===== src/rtl/if_prefetch_pkg.sv =====
// ----------------------------------------------------------------------------
// if_prefetch_pkg
//   Shared fetch definitions for the instruction prefetch unit: boot PC,
//   instruction queue entry layout and the request state encodings.
//   No ports (package).
// ----------------------------------------------------------------------------
package if_prefetch_pkg;

    localparam logic [31:0] RESET_PC_DEFAULT = 32'hbfc00000;

    // Queue entry is {pc, inst}; the PC sits in the upper half.
    localparam int Q_ENTRY_W = 64;
    localparam int PC_LSB    = 32;
    localparam int INST_LSB  = 0;

    localparam logic [0:0] S_IDLE = 1'b0;
    localparam logic [0:0] S_REQ  = 1'b1;

endpackage


===== src/rtl/if_prefetch_fifo.sv =====
// ----------------------------------------------------------------------------
// if_prefetch_fifo
//   Small synchronous FIFO used as the in-flight tag queue of the prefetcher.
//   With BYPASS set, a push into an empty FIFO is visible on pop_data in the
//   same cycle, and a simultaneous pop consumes it without storing it.
//   Ports:
//     clk, reset          clock, synchronous active-high reset
//     push, push_data     write strobe and data
//     pop, pop_data       read strobe and head data (or bypassed push data)
// ----------------------------------------------------------------------------
module if_prefetch_fifo #(
    parameter int WIDTH         = 32,
    parameter int DEEP_SIZE     = 1,
    parameter int BYPASS        = 1,
    parameter int RETIRE_MEM_EN = 0
) (
    input  logic             clk,
    input  logic             reset,
    input  logic             push,
    input  logic [WIDTH-1:0] push_data,
    input  logic             pop,
    output logic [WIDTH-1:0] pop_data
);

    localparam int DEPTH = 1 << DEEP_SIZE;

    logic [WIDTH-1:0]     mem [DEPTH];
    logic [DEEP_SIZE-1:0] wr_ptr;
    logic [DEEP_SIZE-1:0] rd_ptr;
    logic [DEEP_SIZE:0]   count;
    logic                 empty;
    logic                 bypass;
    logic                 do_write;
    logic                 do_read;

    assign empty    = (count == '0);
    assign bypass   = (BYPASS != 0) && empty && push;
    // A bypassed entry that is popped in the same cycle never lands in memory.
    assign do_write = push && !(bypass && pop);
    assign do_read  = pop && !empty;
    assign pop_data = bypass ? push_data : mem[rd_ptr];

    always_ff @(posedge clk) begin
        if (reset) begin
            wr_ptr <= '0;
            rd_ptr <= '0;
            count  <= '0;
        end else begin
            if (do_write) wr_ptr <= wr_ptr + DEEP_SIZE'(1);
            if (do_read)  rd_ptr <= rd_ptr + DEEP_SIZE'(1);
            count <= count + (DEEP_SIZE + 1)'(do_write) - (DEEP_SIZE + 1)'(do_read);
        end
    end

    // Storage carries no reset; optionally scrub entries as they retire.
    always_ff @(posedge clk) begin
        if ((RETIRE_MEM_EN != 0) && do_read) mem[rd_ptr] <= '0;
        if (do_write) mem[wr_ptr] <= push_data;
    end

endmodule


===== src/rtl/if_prefetch.sv =====
// ----------------------------------------------------------------------------
// if_prefetch
//   Fetch-side producer for the instruction queue. Issues sequential word
//   fetches on an sram-like icache port and pushes {pc, inst} entries into the
//   downstream queue. Queue occupancy plus live in-flight requests never
//   exceed the queue depth. A redirect flushes the queue and silently drops
//   every response belonging to a request made before the redirect.
//   Ports:
//     clk, reset                      clock, synchronous active-high reset
//     redirect_valid, redirect_pc     one-cycle redirect and new fetch PC
//     inst_req, inst_addr             icache request and address
//     inst_addr_ok                    request accepted this cycle
//     inst_data_ok, inst_rdata        in-order response and instruction
//     q_write, q_wdata                queue push strobe and {pc, inst}
//     q_read                          queue pop by decode (observed only)
//     q_clear                         queue flush
// ----------------------------------------------------------------------------
module if_prefetch
    import if_prefetch_pkg::*;
#(
    parameter logic [31:0] RESET_PC    = RESET_PC_DEFAULT,
    parameter int          Q_DEEP_SIZE = 4,
    parameter int          OST_SIZE    = 1
) (
    input  logic                 clk,
    input  logic                 reset,
    input  logic                 redirect_valid,
    input  logic [31:0]          redirect_pc,
    output logic                 inst_req,
    output logic [31:0]          inst_addr,
    input  logic                 inst_addr_ok,
    input  logic                 inst_data_ok,
    input  logic [31:0]          inst_rdata,
    output logic                 q_write,
    output logic [Q_ENTRY_W-1:0] q_wdata,
    input  logic                 q_read,
    output logic                 q_clear
);

    localparam int QW = Q_DEEP_SIZE + 1;
    localparam int OW = OST_SIZE + 1;
    localparam int BW = QW + 1;
    localparam logic [BW-1:0] QD      = BW'(1 << Q_DEEP_SIZE);
    localparam logic [OW-1:0] MAX_OST = OW'(1 << OST_SIZE);

    logic [0:0]    state;
    logic [31:0]   pc;
    logic [31:0]   req_addr;
    logic [31:0]   tag_pc;
    logic [OW-1:0] ost_cnt;
    logic [OW-1:0] cancel_cnt;
    logic [OW-1:0] ost_next;
    logic [OW-1:0] cancel_next;
    logic [QW-1:0] q_cnt;
    logic [BW-1:0] budget;
    logic          kill_pend;
    logic          accept;
    logic          stale_hit;
    logic          issue;

    assign inst_req  = (state == S_REQ);
    assign inst_addr = req_addr;
    assign accept    = inst_req && inst_addr_ok;
    assign q_clear   = redirect_valid;

    // Slots already promised to the queue: stored entries plus live requests.
    assign budget = BW'(q_cnt) + BW'(ost_cnt - cancel_cnt);
    assign issue  = (state == S_IDLE) && !redirect_valid
                 && (ost_cnt < MAX_OST) && (budget < QD);

    // The head response is stale if older cancelled requests remain, or if a
    // killed request is accepted and bypassed straight back with nothing ahead.
    assign stale_hit = (cancel_cnt != '0) || (accept && kill_pend && (ost_cnt == '0));

    assign q_write = inst_data_ok && !stale_hit && !redirect_valid;
    assign q_wdata[PC_LSB +: 32]   = tag_pc;
    assign q_wdata[INST_LSB +: 32] = inst_rdata;

    assign ost_next    = ost_cnt + OW'(accept) - OW'(inst_data_ok);
    // On redirect everything still in flight after this edge becomes stale.
    assign cancel_next = redirect_valid ? ost_next
                       : cancel_cnt + OW'(accept && kill_pend)
                                    - OW'(inst_data_ok && stale_hit);

    // Request FSM, PC generation and bookkeeping counters.
    always_ff @(posedge clk) begin
        if (reset) begin
            state      <= S_IDLE;
            pc         <= RESET_PC;
            req_addr   <= RESET_PC;
            ost_cnt    <= '0;
            cancel_cnt <= '0;
            q_cnt      <= '0;
            kill_pend  <= 1'b0;
        end else begin
            if (state == S_IDLE) begin
                if (issue) begin
                    state    <= S_REQ;
                    req_addr <= pc;
                end
            end else if (inst_addr_ok) begin
                state <= S_IDLE;
            end

            if (redirect_valid) begin
                pc <= redirect_pc & 32'hffff_fffc;
            end else if (issue) begin
                pc <= pc + 32'd4;
            end

            // The held request cannot be withdrawn, so remember to drop it.
            if (accept) begin
                kill_pend <= 1'b0;
            end else if (redirect_valid && inst_req) begin
                kill_pend <= 1'b1;
            end

            ost_cnt    <= ost_next;
            cancel_cnt <= cancel_next;

            if (redirect_valid) begin
                q_cnt <= '0;
            end else begin
                q_cnt <= q_cnt + QW'(q_write) - QW'(q_read);
            end
        end
    end

    if_prefetch_fifo #(
        .WIDTH        (32),
        .DEEP_SIZE    (OST_SIZE),
        .BYPASS       (1),
        .RETIRE_MEM_EN(0)
    ) tag_queue (
        .clk      (clk),
        .reset    (reset),
        .push     (accept),
        .push_data(req_addr),
        .pop      (inst_data_ok),
        .pop_data (tag_pc)
    );

endmodule


===== config.mk =====
export PLATFORM = sky130hd
export DESIGN_NAME = if_prefetch
export DESIGN_NICKNAME = d
export VERILOG_FILES = /design/src/rtl/if_prefetch_pkg.sv /design/src/rtl/if_prefetch_fifo.sv /design/src/rtl/if_prefetch.sv
export SDC_FILE = /design/constraint.sdc
export NUM_CORES = 1
export LEC_CHECK = 0
export CORE_MARGIN = 1
export CORE_UTILIZATION = 40
export CTS_CLUSTER_SIZE = 28
export DETAILED_ROUTE_END_ITERATION = 10
export GPL_TIMING_DRIVEN = 0
export MAX_ROUTING_LAYER = met4
export PLACE_DENSITY = 0.67
export SYNTH_ARGS = -nofsm -noshare
export SYNTH_HDL_FRONTEND = slang
export SYNTH_SLANG_ARGS = --single-unit

===== constraint.sdc =====
create_clock -name clk -period 3 [get_ports clk]
set_input_delay 0.45 -clock clk [delete_from_list [all_inputs] [get_ports clk]]
set_output_delay 0.45 -clock clk [all_outputs]
set_load 0.03 [all_outputs]

==> run_results.csv <==
group,metric,value,unit
global_routing,grt_max_degree,31,
timing,max_slew_margin,0.435,
yosys,async_flop_share,0,
cells_and_area,syn_to_final_growth,37.0,%
floorplanning,start_util,0.411,
setup_path,startpoint,"ost_cnt[0]",
floorplanning,fp.dieArea,17000,um^2
floorplanning,core_area,16000,um^2
timing,drv_slew,0,
drt,wl_met3,1100,um
yosys,ys_seq_area_frac,0.505,
global_routing,antenna_found_initial,0,
power_and_ir_drop,p_leak,3.29,nW
floorplanning,num_rows,46,
timing,fin_crit_sh,0.989,
power_and_ir_drop,vdd_drop_max,0.427,mV
yosys,synth_top_flop_cell,"dfxtp_1",
clocking,clockBufferDepth,2,
timing,fin_skew,10.2,ps
cells_and_area,design_area,9020,um^2
power_and_ir_drop,pwr-share-comb,0.359,
setup_path,crit_path_end,"pc[9]",
power_and_ir_drop,p_switching,0.00263,W
drt,ant_nets,0,
place,port_buffers,129,
clocking,root_buffer,"clkbuf_16",
drt,routed.top_layer,"met4",
cells_and_area,final_util,0.564,
drt,firstDrtPassIters,5,
floorplanning,pin_count,169,
place,postPlaceCellArea,8190,um^2
power_and_ir_drop,seqPwrFrac,0.338,
place,place_hpwl,12400,um
drt,routed-wl-met2,8500,um
setup_path,critical_path.startpoint_type,"register",
timing,fmaxAchievable,337,MHz
drt,vias,5591,
drt,met1_length,7590,um
timing,setup_viol_count_final,0,
yosys,synth_area_leaders,"edfxtp_1 (27%), dfxtp_1 (23%), nand2_1 (6.2%), mux2i_1 (4.7%), buf_4 (4.2%)",
cells_and_area,drive_gt1_frac,0.166,
global_routing,grt_pass1_wl,26800,um
power_and_ir_drop,power_frac_clock,0.303,
floorplanning,die_x,130,um
power_and_ir_drop,p_sw_frac,0.373,
yosys,ys_top_cells_by_count,"nand2_1 (108), dfxtp_1 (76), edfxtp_1 (60)",
drt,dr.first_iter.drc_count,442,
global_routing,grt_usage,0.214,
clocking,htreeDepth,4,
setup_path,cp.required,3280,ps
timing,worstMarginPinSlew,848,ps
cells_and_area,diodes,0,
drt,drt-total-wl,17600,um
setup_path,rr_startpoint,"ost_cnt[0]",
clocking,insertion_delay,420,ps
yosys,synth_edf_count,60,
timing,rsz0062_at_grt,"yes",
setup_path,cp_max_fo,10,
timing,finalHoldViolations,0,
clocking,cts_sinks,136,
yosys,yosysTopAreaCell,"edfxtp_1",
yosys,yosysTopAreaCellShare,0.274,
setup_path,reg2reg_depth,12,
clocking,cts_tree,"built",
setup_path,cp.arrival,3250,ps
drt,drt-wirelength-per-cell,16.7,um
hold_path,hold_start,"pc[16]",
job,drv_cap,0,
power_and_ir_drop,power_density,780,nW/um^2
hold_path,hold_path_class,"reg -> reg",
clocking,numCtsBuffers,17,
global_routing,overflow,0,
setup_path,endpoint_kind,"register",
setup_path,rrSetupSlack,30,ps
cells_and_area,finalNetCount,907,
global_routing,grt_pass1_vias,5276,
place,gp_congestion,0.858,
floorplanning,die_h,130,um
yosys,ys_types,58,
yosys,syn_avg_cell_area,9.89,um^2
drt,drc,0,
setup_path,worstSetupPathType,"reg -> reg",
cells_and_area,final.fill_count,1417,
setup_path,timing.rr.end,"pc[9]",
drt,drt-vias-per-instance,5.33,
yosys,ys_ff_latch,136,
clocking,cts_hold_buffers,0,
yosys,synth_area,6580,um^2
power_and_ir_drop,internal_power,0.00441,W
clocking,path_clk_slew,70,ps
run_status,status,"finished clean",
yosys,yosysWarnings,0,
timing,layout_min_cycle_time,2970,ps
yosys,synth_most_common_cell,"nand2_1",
yosys,syn_inst,666,
## sequential cells by signal, indices dropped and copies added (netlist names), named ones only
name	flops
tag_queue.wr_ptr	1
pc	30
ost_cnt	2
inst_req	1
tag_queue.mem	60
q_cnt	5
tag_queue.count	2
tag_queue.rd_ptr	1
kill_pend	1
inst_addr	30
cancel_cnt	2
## how the worst min path moves through the flow
stage	endpoint	slack, ps	cells past startpoint
floorplan	inst_addr[21]	440	2
global placement	inst_addr[16]	480	2
detailed placement	inst_addr[16]	470	2
CTS	inst_addr[16]	480	2
global route	inst_addr[6]	520	2
finish	inst_addr[16]	480	2
## cell families (layout without fill, tap and decap cells)
family / Yosys count / after routing / share of synthesized area
buffers and inverters: 103 / 267 / 0.0905
DFF: 136 / 136 / 0.505
other: 1 / 4 / 0.000570
muxes: 31 / 31 / 0.0471
adders and majority gates: 18 / 18 / 0.0363
xor gates and xnor gates: 12 / 12 / 0.0160
AOI/OAI and AO/OA: 127 / 127 / 0.123
and+or+nand+nor: 238 / 238 / 0.182
## layout by cell type, fill, tap and decap left out, types with 4 or more instances in the layout
cell type,synthesis,layout
clkbuf_2,0,10
clkdlybuf4s50_1,0,98
xnor2_1,8,8
or3_1,12,11
inv_1,26,24
nor2_1,33,33
nand3_1,15,14
and3_1,7,7
inv_6,0,6
nor3_1,12,11
conb_1,1,4
o31ai_2,0,4
clkbuf_1,25,14
dlygate4sd2_1,0,31
a21oi_1,34,34
ha_1,15,14
clkbuf_16,0,18
nand2_1,108,108
mux2i_1,31,31
a311oi_1,17,13
nand3b_1,13,13
edfxtp_1,60,60
dfxtp_1,76,73
or4_1,8,5
xor2_1,4,4
buf_4,37,40
o21ai_0,45,45
clkbuf_8,4,4
a311oi_2,0,4
## through the flow
step	TNS, ps	cells	setup WS (ps)	hold WS (ps)	total power, W
2_1_floorplan	0	669	73.7	440	0.00391
3_3_place_gp	-65270	1014	-1130	475	0.00475
3_5_place_dp	-32030	1015	-1070	471	0.00481
4_1_cts	0	1048	21.9	480	0.00686
5_1_grt	-129	1049	-59.4	518	0.00736
6_report	0	1049	33.1	478	0.00703
## worst max-delay path: stages, from the launching register on
cell and delay (ps):
dfxtp_2 350, inv_2 50, ha_4 140, inv_2 50, fa_1 440, ha_1 300
nand3b_1 150, o211ai_4 330, nand3_4 180, buf_8 180, buf_6 150, o31ai_2 320
a311oi_2 170
## power groups by stage
stage | sequential, W | clock (W) | combinational (W)
after CTS | 0.00237 | 0.00215 | 0.00234
after global placement | 0.00239 | 0 | 0.00236
final | 0.00238 | 0.00213 | 0.00252
after global routing | 0.00241 | 0.00224 | 0.00272
after floorplan | 0.00249 | 0 | 0.00142
after detailed placement | 0.00240 | 0 | 0.00241
## per-layer routing
layer / global-route usage / vias up
met2: 0.352 / 248
met1: 0.264 / 2663
li1: - / 2659
met3: 0.0365 / 21
met5: - / -
met4: 0.0793 / 0
## final cells by class
cell class | instances | area, um^2 | share of cell area
Timing Repair Buffer | 133 | 1330 | 0.147
Clock inverter | 15 | 178 | 0.0197
Inverter | 26 | 97.6 | 0.0108
Buffer | 76 | 528 | 0.0585
Sequential cell | 136 | 3330 | 0.369
Tap cell | 216 | 270 | 0.0300
Multi-Input combinational cell | 430 | 2870 | 0.318
Clock buffer | 17 | 425 | 0.0472
## repair_timing
action	4_1_cts	5_1_grt
buffers inserted	1	1
cloned	0	1
pin swaps	1	16
resized for setup	48	47
endpoints found under the setup margin	53	49
Power figures use the tool's default switching activity.
